### src/rtl/branch_redirect_unit_pkg.sv
// Shared definitions for the EX-stage branch redirect unit: redirect FSM
// states, the conditional-branch funct3 encodings shared with the branch
// comparator, and the default datapath width.
package branch_redirect_unit_pkg;

    localparam int XLEN_DEF = 32;

    typedef enum logic {
        ST_IDLE    = 1'b0,
        ST_PENDING = 1'b1
    } bru_state_t;

    localparam logic [2:0] F3_BEQ  = 3'b000;
    localparam logic [2:0] F3_BNE  = 3'b001;
    localparam logic [2:0] F3_BLT  = 3'b100;
    localparam logic [2:0] F3_BGE  = 3'b101;
    localparam logic [2:0] F3_BLTU = 3'b110;
    localparam logic [2:0] F3_BGEU = 3'b111;

endpackage

### src/rtl/bru_target_calc.sv
// Combinational control-transfer target generation.
// Branch/JAL: PC + IMM. JALR: (RS1 + IMM) with bit 0 cleared.
// Sums wrap modulo 2^XLEN. A target with bit 1 set is flagged misaligned.
module bru_target_calc #(
    parameter int XLEN = 32
) (
    input  logic            is_jalr,
    input  logic [XLEN-1:0] ex_pc,
    input  logic [XLEN-1:0] ex_imm,
    input  logic [XLEN-1:0] ex_rs1,
    output logic [XLEN-1:0] target,
    output logic            misaligned
);

    logic [XLEN-1:0] pc_sum;
    logic [XLEN-1:0] rs1_sum;

    assign pc_sum     = ex_pc + ex_imm;
    assign rs1_sum    = ex_rs1 + ex_imm;
    assign target     = is_jalr ? {rs1_sum[XLEN-1:1], 1'b0} : pc_sum;
    assign misaligned = target[1];

endmodule

### src/rtl/branch_redirect_unit.sv
// EX-stage branch redirect unit. Resolves taken branches, JAL and JALR,
// issues a registered redirect to fetch over a valid/ready handshake,
// pulses the IF/ID and ID/EX flushes and stalls the front end while the
// redirect is outstanding. Misaligned targets raise a one-cycle exception
// pulse instead of redirecting.
// Optional statistics counters are enabled by defining BRU_STATS_EN.
module branch_redirect_unit
    import branch_redirect_unit_pkg::*;
#(
    parameter int XLEN = XLEN_DEF
) (
    input  logic            CLK,
    input  logic            RESET,
    input  logic            EX_VALID,
    input  logic            IS_BRANCH,
    input  logic            IS_JAL,
    input  logic            IS_JALR,
    input  logic            BRANCH_TAKEN,
    input  logic [XLEN-1:0] EX_PC,
    input  logic [XLEN-1:0] EX_IMM,
    input  logic [XLEN-1:0] EX_RS1,
    input  logic            IF_READY,
    output logic            REDIRECT_VALID,
    output logic [XLEN-1:0] REDIRECT_PC,
    output logic            FLUSH_IFID,
    output logic            FLUSH_IDEX,
    output logic            FE_STALL,
    output logic            TARGET_MISALIGNED,
    output logic [31:0]     TAKEN_COUNT,
    output logic [31:0]     STALL_COUNT
);

    bru_state_t      state;
    logic            ctl_event;
    logic [XLEN-1:0] target;
    logic            misaligned;

    assign ctl_event = EX_VALID & ((IS_BRANCH & BRANCH_TAKEN) | IS_JAL | IS_JALR);

    bru_target_calc #(.XLEN(XLEN)) u_target_calc (
        .is_jalr    (IS_JALR),
        .ex_pc      (EX_PC),
        .ex_imm     (EX_IMM),
        .ex_rs1     (EX_RS1),
        .target     (target),
        .misaligned (misaligned)
    );

    // Redirect FSM with registered redirect, flush, stall and exception outputs
    always_ff @(posedge CLK or posedge RESET) begin
        if (RESET) begin
            state             <= ST_IDLE;
            REDIRECT_VALID    <= 1'b0;
            REDIRECT_PC       <= '0;
            FLUSH_IFID        <= 1'b0;
            FLUSH_IDEX        <= 1'b0;
            FE_STALL          <= 1'b0;
            TARGET_MISALIGNED <= 1'b0;
        end else begin
            FLUSH_IFID        <= 1'b0;
            FLUSH_IDEX        <= 1'b0;
            TARGET_MISALIGNED <= 1'b0;
            case (state)
                ST_IDLE: begin
                    if (ctl_event) begin
                        FLUSH_IFID <= 1'b1;
                        FLUSH_IDEX <= 1'b1;
                        if (misaligned) begin
                            TARGET_MISALIGNED <= 1'b1;
                        end else begin
                            REDIRECT_PC    <= target;
                            REDIRECT_VALID <= 1'b1;
                            FE_STALL       <= 1'b1;
                            state          <= ST_PENDING;
                        end
                    end
                end
                ST_PENDING: begin
                    // EX holds only the flushed bubble here; its inputs are ignored
                    if (IF_READY) begin
                        REDIRECT_VALID <= 1'b0;
                        FE_STALL       <= 1'b0;
                        state          <= ST_IDLE;
                    end
                end
                default: state <= ST_IDLE;
            endcase
        end
    end

`ifdef BRU_STATS_EN
    // Saturating counts of accepted redirects and fetch-backpressure cycles
    always_ff @(posedge CLK or posedge RESET) begin
        if (RESET) begin
            TAKEN_COUNT <= '0;
            STALL_COUNT <= '0;
        end else begin
            if (state == ST_IDLE && ctl_event && !misaligned && TAKEN_COUNT != 32'hFFFF_FFFF) begin
                TAKEN_COUNT <= TAKEN_COUNT + 32'd1;
            end
            if (state == ST_PENDING && !IF_READY && STALL_COUNT != 32'hFFFF_FFFF) begin
                STALL_COUNT <= STALL_COUNT + 32'd1;
            end
        end
    end
`else
    assign TAKEN_COUNT = '0;
    assign STALL_COUNT = '0;
`endif

endmodule

### config.mk
export PLATFORM = sky130hd
export DESIGN_NAME = branch_redirect_unit
export DESIGN_NICKNAME = d
export VERILOG_FILES = /design/src/rtl/branch_redirect_unit_pkg.sv /design/src/rtl/bru_target_calc.sv /design/src/rtl/branch_redirect_unit.sv
export SDC_FILE = /design/constraint.sdc
export NUM_CORES = 1
export LEC_CHECK = 0
export CORE_MARGIN = 3
export CORE_UTILIZATION = 35
export CTS_CLUSTER_DIAMETER = 150
export DETAILED_ROUTE_END_ITERATION = 12
export PLACE_DENSITY = 0.66
export SLEW_MARGIN = 20
export SYNTH_ARGS = -nofsm -noshare
export SYNTH_HDL_FRONTEND = slang
export SYNTH_SLANG_ARGS = --single-unit
### constraint.sdc
create_clock -name CLK -period 2.15 [get_ports CLK]
set_input_delay 0.215 -clock CLK [delete_from_list [all_inputs] [get_ports CLK]]
set_output_delay 0.215 -clock CLK [all_outputs]
set_load 0.01 [all_outputs]
==> results of run 1 <==
-- synth_stat cells (13+ instances only) --
| master | count | area, µm² |
|---|---|---|
| a21oi_1 | 60 | 300.3 |
| inv_1 | 20 | 75.07 |
| nand3_1 | 14 | 70.07 |
| o21ai_0 | 46 | 230.2 |
| clkbuf_1 | 15 | 56.30 |
| a21o_1 | 33 | 247.7 |
| nor2_1 | 43 | 161.4 |
| nand2_1 | 66 | 247.7 |
| dfrtp_1 | 35 | 875.8 |
| ha_1 | 61 | 763.2 |
| xor2_1 | 13 | 113.9 |
| xnor2_1 | 28 | 245.2 |
| buf_4 | 67 | 503.0 |
-- through the flow --
step	TNS, ns	cell area [µm²]
3_5_place_dp	-21.78	7869
6_report	-2.754	9173
2_1_floorplan	-2.361	5603
3_3_place_gp	-20.61	7869
5_1_grt	-4.949	9173
4_1_cts	-3.076	9007
-- cells by family after synthesis --
| logic type | count (synthesis) | share of synthesized area [%] |
|---|---|---|
| AO/OA/AOI/OAI | 236 | 29.60 |
| AND/OR/NAND/NOR | 191 | 17.51 |
| buffers and inverters | 105 | 12.39 |
| adder cells (fa/ha/maj) | 63 | 15.21 |
| XOR/XNOR | 41 | 6.801 |
| flip-flops | 35 | 16.59 |
| multiplexers | 9 | 1.825 |
| other | 1 | 0.07102 |
-- sequential cells by signal (all words and copies together) (netlist names) --
name               cells
TARGET_MISALIGNED      1
FLUSH_IDEX             1
FE_STALL               1
REDIRECT_PC           31
state                  1
-- worst min-delay path, stage by stage --
cell	delay, ns
buf_8	0.08
ha_4	0.11
nand3_1	0.07
nand2_1	0.06
-- path summary, 6_finish.rpt --
kind,start,to,cells past startpoint,slack (ns)
worst min register to register,REDIRECT_PC[0],REDIRECT_PC[0],2,0.47
worst max register to register,state,REDIRECT_PC[18],8,0.60
min in group asynchronous,RESET,REDIRECT_PC[0],3,0.36
worst min-delay path,EX_IMM[0],REDIRECT_PC[0],4,0.30
worst max-delay path,EX_IMM[0],REDIRECT_PC[30],14,-0.33
max in group asynchronous,RESET,REDIRECT_PC[6],3,1.47
-- layout make-up --
| cell class | count | area [µm²] |
|---|---|---|
| Inverter | 20 | 77.57 |
| Multi-Input combinational cell | 605 | 4967 |
| Fill cell | 1281 | 5472 |
| Sequential cell | 35 | 875.8 |
| Tap cell | 184 | 230.2 |
| Timing Repair Buffer | 336 | 2865 |
| Clock buffer | 8 | 156.4 |
-- per-layer routing --
metal	part of all wire, %	global-route usage [%]
met5	0	0
met4	1.7	4.324
met3	6.1	3.487
met2	49	37.07
met1	44	26.93
-- cell usage in the layout (no fill, tap or decap), types with 23 or more instances in the layout --
| master | n |
|---|---|
| buf_4 | 182 |
| dlygate4sd2_1 | 23 |
| a21o_1 | 33 |
| o21ai_0 | 28 |
| ha_4 | 36 |
| xnor2_1 | 27 |
| ha_1 | 23 |
| clkdlybuf4s50_1 | 75 |
| nand2_1 | 60 |
| nor2_1 | 43 |
| dfrtp_1 | 35 |
| conb_1 | 65 |
| a21oi_1 | 38 |
| buf_6 | 24 |
-- repair_timing --
item,CTS,global route
endpoints found under the setup margin,27,23
setup buffers,34,4
resized for setup,306,51
pin swaps,112,68
-- power groups by stage --
stage | combinational [mW] | sequential (mW) | clock (mW)
CTS | 3.19 | 1.13 | 0.764
global placement | 2.83 | 1.13 | 0
floorplan | 1.35 | 1.22 | 0
detailed placement | 2.86 | 1.14 | 0
global route | 3.57 | 1.16 | 0.804
finish | 3.29 | 1.13 | 0.746
==> reports/qor.txt, run 1 <==
Post-DRT Antenna Nets -> 0
Cell Chain, Critical Path -> buf_8 > ha_4 > inv_2 > fa_2 > nor2b_4 > o31a_1 > o31a_1 > o41ai_2 > buf_4 > o211ai_4 > a41oi_2 > o21ai_2 > mux2_4 > a21oi_2
Startpoint Class -> primary input
Switching power -> 1.948 mW
Hold Path Class -> in2reg
Wire per inst -> 15.44 µm
# nets final -> 1170
Worst-skew pair later-pin latency -> 0.27 ns
Post-synth top flop -> dfrtp_1
Fmax -> 0.4036 GHz
Dpl hpwl -> 14150 µm
Number of synthesis warnings -> 0
Clock power share -> 14.4%
Avg Inst Size Synth -> 7.753 µm²
WP buf/inv -> 3
Async S/R FF share, synth -> 100.0%
Routability cong. -> 0.8927
Final setup fails -> 18
CTS H-Tree Depth -> 2
Antenna Cells -> 0
Largest stage delay on the critical path -> 0.34 ns
Die area -> 16600 µm²
Pint -> 3.222 mW
DIE WIDTH -> 128.8 µm
CP max stage cell -> o41ai_2
CTS tree -> done
Pin count of the biggest net entering global routing -> 42
Leak Pwr -> 4.210 nW
Synth Cell Area -> 5280 µm²
Number of global-route vias before repair -> 5997
WP data required -> 2.35 ns
DP Worst Slack -> -1.057 ns
Std-Cell Core Area -> 14640 µm²
CP Data Arrival Time -> 2.68 ns
Crit. End Element -> flop
Post-Synthesis Cells -> 681
Maxcap violations -> 0
Failing checks -> setup timing
PD cells -> 563.7 nW/µm²
Hold violation count in the final report -> 0
Drt total wl -> 18340 µm
EDFF count, synth -> 0
Port Buf Inserts -> 139
CTS max path bufs -> 2
DR vias -> 6005
# rows -> 44
Initial Util -> 36.06%
CTS clock-pin slew for the worst setup and hold paths -> 0.05 ns
Crit path time final -> 2.478 ns
CP Class -> in2reg
Core Util, Final -> 62.64%
Fin crit share -> 115.3%
Critical path's top delay family -> compound AO/OA/AOI/OAI gates
CP max FO -> 3
Starting DRC count in detailed routing -> 304
Outcome -> complete, but fails checks
Post-synthesis sequential area ratio -> 16.59%
Placed insts -> 1146
Yosys reg bits -> 35
Hold buffer count at CTS -> 0
Total power -> 5.170 mW
Final Non-Filler Cells -> 1188
GRT Util Overall -> 20.98%
Comb pwr share -> 63.7%
Crit path top cell by count -> o31a_1
Netlist cell types -> 70
Sequential power share -> 21.9%
Max Clock Skew -> 0.003945 ns
Switching part of the total power -> 37.68%
Clk sink count -> 35
Total CTS buffers -> 5
First-pass GRT wire length -> 28730 µm
Pre-Repair DR Iteration Count -> 6
Initial antenna violation count -> 0
GRT overflow -> 0
Boundary Pins -> 205
WHS -> 0.2953 ns
Clock root buffer -> clkbuf_16
Vias per inst -> 5.055
Number of remaining DRC errors -> 0
Final WS setup -> -0.3279 ns
Final slew viol count -> 0
Worst VDD drop -> 479.4 µV
Unrepaired setup endpoints after global routing -> true
Area Growth Syn to Fin -> 73.72%
Layout cells sized above 1 -> 37.35%
Die H -> 128.8 µm
No activity file was read; power rests on OpenSTA's default activity.
==> run 2, diff against run 1 <==
--- a/config.mk
+++ b/config.mk
@@ -10,6 +10,7 @@
 export CTS_CLUSTER_DIAMETER = 150
 export DETAILED_ROUTE_END_ITERATION = 12
 export PLACE_DENSITY = 0.66
+export SKIP_LAST_GASP = 1
 export SLEW_MARGIN = 20
 export SYNTH_ARGS = -nofsm -noshare
 export SYNTH_HDL_FRONTEND = slang
==> reports/qor.txt, run 2 (same netlist as run 1, synthesis figures left out) <==
Outcome -> complete, but fails checks (unchanged)
Failing checks -> setup timing (unchanged)
Layout cells sized above 1 -> 37.31% (was 37.35%)
Hold violation count in the final report -> 0 (unchanged)
Post-DRT Antenna Nets -> 0 (unchanged)
WP data required -> 2.35 ns (about the same)
Top reg by flops -> REDIRECT_PC (unchanged)
Worst-skew pair later-pin latency -> 0.27 ns (about the same)
Most frequent cells in the layout -> buf_4, clkdlybuf4s50_1, conb_1 (unchanged)
CP Data Arrival Time -> 2.67 ns (was 2.68 ns)
Maxcap violations -> 0 (unchanged)
GRT Util Overall -> 20.96% (was 20.98%)
Area Growth Syn to Fin -> 73.91% (was 73.72%)
Clock root buffer -> clkbuf_16 (unchanged)
# rows -> 44 (unchanged)
Antenna Cells -> 0 (unchanged)
Worst VDD drop -> 477.5 µV (was 479.4 µV)
Core Util, Final -> 62.71% (was 62.64%)
CTS clock-pin slew for the worst setup and hold paths -> 0.05 ns (about the same)
DR vias -> 6090 (was 6005)
CP Class -> in2reg (unchanged)
Max reg flops -> 31 (unchanged)
Hold Path Class -> in2reg (unchanged)
Final WS setup -> -0.3230 ns (was -0.3279 ns)
FF/Latch Area -> 875.8 µm² (unchanged)
Unrepaired setup endpoints after global routing -> true (unchanged)
CP max FO -> 3 (unchanged)
Drt total wl -> 18440 µm (was 18340 µm)
Vias per inst -> 5.122 (was 5.055)
Routability cong. -> 0.8927 (unchanged)
Fin Setup TNS -> -3.191 ns (was -2.754 ns)
Boundary Pins -> 205 (unchanged)
PD cells -> 564.4 nW/µm² (was 563.7 nW/µm²)
Number of global-route vias before repair -> 5994 (was 5997)
CTS H-Tree Depth -> 2 (unchanged)
GRT overflow -> 0 (unchanged)
Hold buffer count at CTS -> 0 (unchanged)
Pin count of the biggest net entering global routing -> 42 (unchanged)
WHS -> 0.2893 ns (was 0.2953 ns)
Fin crit share -> 115.0% (was 115.3%)
Max Clock Skew -> 0.004523 ns (was 0.003945 ns)
Fmax -> 0.4044 GHz (was 0.4036 GHz)
Total CTS buffers -> 5 (unchanged)
Starting DRC count in detailed routing -> 318 (was 304)
DIE WIDTH -> 128.8 µm (unchanged)
Port Buf Inserts -> 139 (unchanged)
First-pass GRT wire length -> 28730 µm (unchanged)
CTS max path bufs -> 2 (unchanged)
Commonest non-fill, non-tap cell in the layout -> buf_4 (unchanged)
Number of remaining DRC errors -> 0 (unchanged)
Dpl hpwl -> 14150 µm (unchanged)
Fillers -> 1272 (was 1281)
Final setup fails -> 21 (was 18)
CTS tree -> done (unchanged)
Initial Util -> 36.06% (unchanged)
Placed cell area -> 7869 µm² (unchanged)
Die area -> 16600 µm² (unchanged)
Area of the multi-input gates -> 4969 µm² (was 4967 µm²)
Leak Pwr -> 4.223 nW (was 4.210 nW)
Wire per inst -> 15.51 µm (was 15.44 µm)
Pre-Repair DR Iteration Count -> 5 (was 6)
# nets final -> 1171 (was 1170)
Design area -> 9183 µm² (was 9173 µm²)
Die H -> 128.8 µm (unchanged)
Crit. End Element -> flop (unchanged)
Std-Cell Core Area -> 14640 µm² (unchanged)
Startpoint Class -> primary input (unchanged)
Clk sink count -> 35 (unchanged)
Crit path time final -> 2.473 ns (was 2.478 ns)
Initial antenna violation count -> 0 (unchanged)
Final slew viol count -> 0 (unchanged)
run 2: metrics by stage:
stage | setup WS (ns) | power (mW) | cells
floorplan | -0.3504 | 2.571 | 745
global placement | -0.9987 | 3.959 | 1146
detailed placement | -1.057 | 4.007 | 1146
CTS | -0.4242 | 5.080 | 1185
global route | -0.3972 | 5.544 | 1189
finish | -0.3230 | 5.182 | 1189
run 2: power breakdown:
part	total (mW)	switching [mW]	internal (mW)	leakage [nW]
Sequential	1.13	0.191	0.940	0.420
Combinational	3.31	1.51	1.80	3.73
Clock	0.744	0.251	0.493	0.0772
Total	5.18	1.95	3.23	4.22
run 2: worst paths after layout:
path / startpoint / end / slack (ns) / depth (start not counted)
max in group asynchronous: RESET / REDIRECT_PC[6] / 1.47 / 3
worst min-delay path: EX_PC[0] / REDIRECT_PC[0] / 0.29 / 4
worst max-delay path: EX_IMM[0] / REDIRECT_PC[30] / -0.32 / 14
worst min register to register: REDIRECT_PC[0] / REDIRECT_PC[0] / 0.47 / 2
min in group asynchronous: RESET / REDIRECT_PC[0] / 0.36 / 3
worst max register to register: state / REDIRECT_PC[18] / 0.61 / 8
run 2: critical path: stages:
cell and delay, ns:
buf_6 0.10, ha_4 0.15, inv_2 0.05, fa_2 0.22, nor2b_4 0.05, o31a_1 0.29
o31a_1 0.30, o41ai_2 0.28, buf_4 0.19, o211ai_4 0.09, a41oi_2 0.25, o21ai_2 0.09
mux2_4 0.30, a21oi_2 0.10
run 2: final cells by class:
class	count	area share, %
multi-input cells	605	54.11
repair buffers	337	31.33
flip-flops and latches	35	9.538
well taps	184	2.507
clock buffers	8	1.703
inverters	20	0.8175
run 2: repair_timing:
action                     CTS  global route
pin swaps                  111            58
buffers inserted            34             5
setup endpoints to repair   27            23
resized for setup          296            55
run 2: layer usage:
metal | track usage, % | wire length [µm] | vias up
met4 | 4.077 | 262 | 0
met2 | 37.07 | 9051 | 211
met3 | 3.404 | 1042 | 22
met1 | 27.00 | 8083 | 2860
li1 | - | - | 2997
met5 | 0 | 0 | -
==> run 3, diff against run 2 <==
--- a/config.mk
+++ b/config.mk
@@ -5,6 +5,7 @@
 export SDC_FILE = /design/constraint.sdc
 export NUM_CORES = 1
 export LEC_CHECK = 0
+export CAP_MARGIN = 20
 export CORE_MARGIN = 3
 export CORE_UTILIZATION = 35
 export CTS_CLUSTER_DIAMETER = 150
==> results of run 3 <==
Final layout, timing and power as in run 2 (identical DEF).
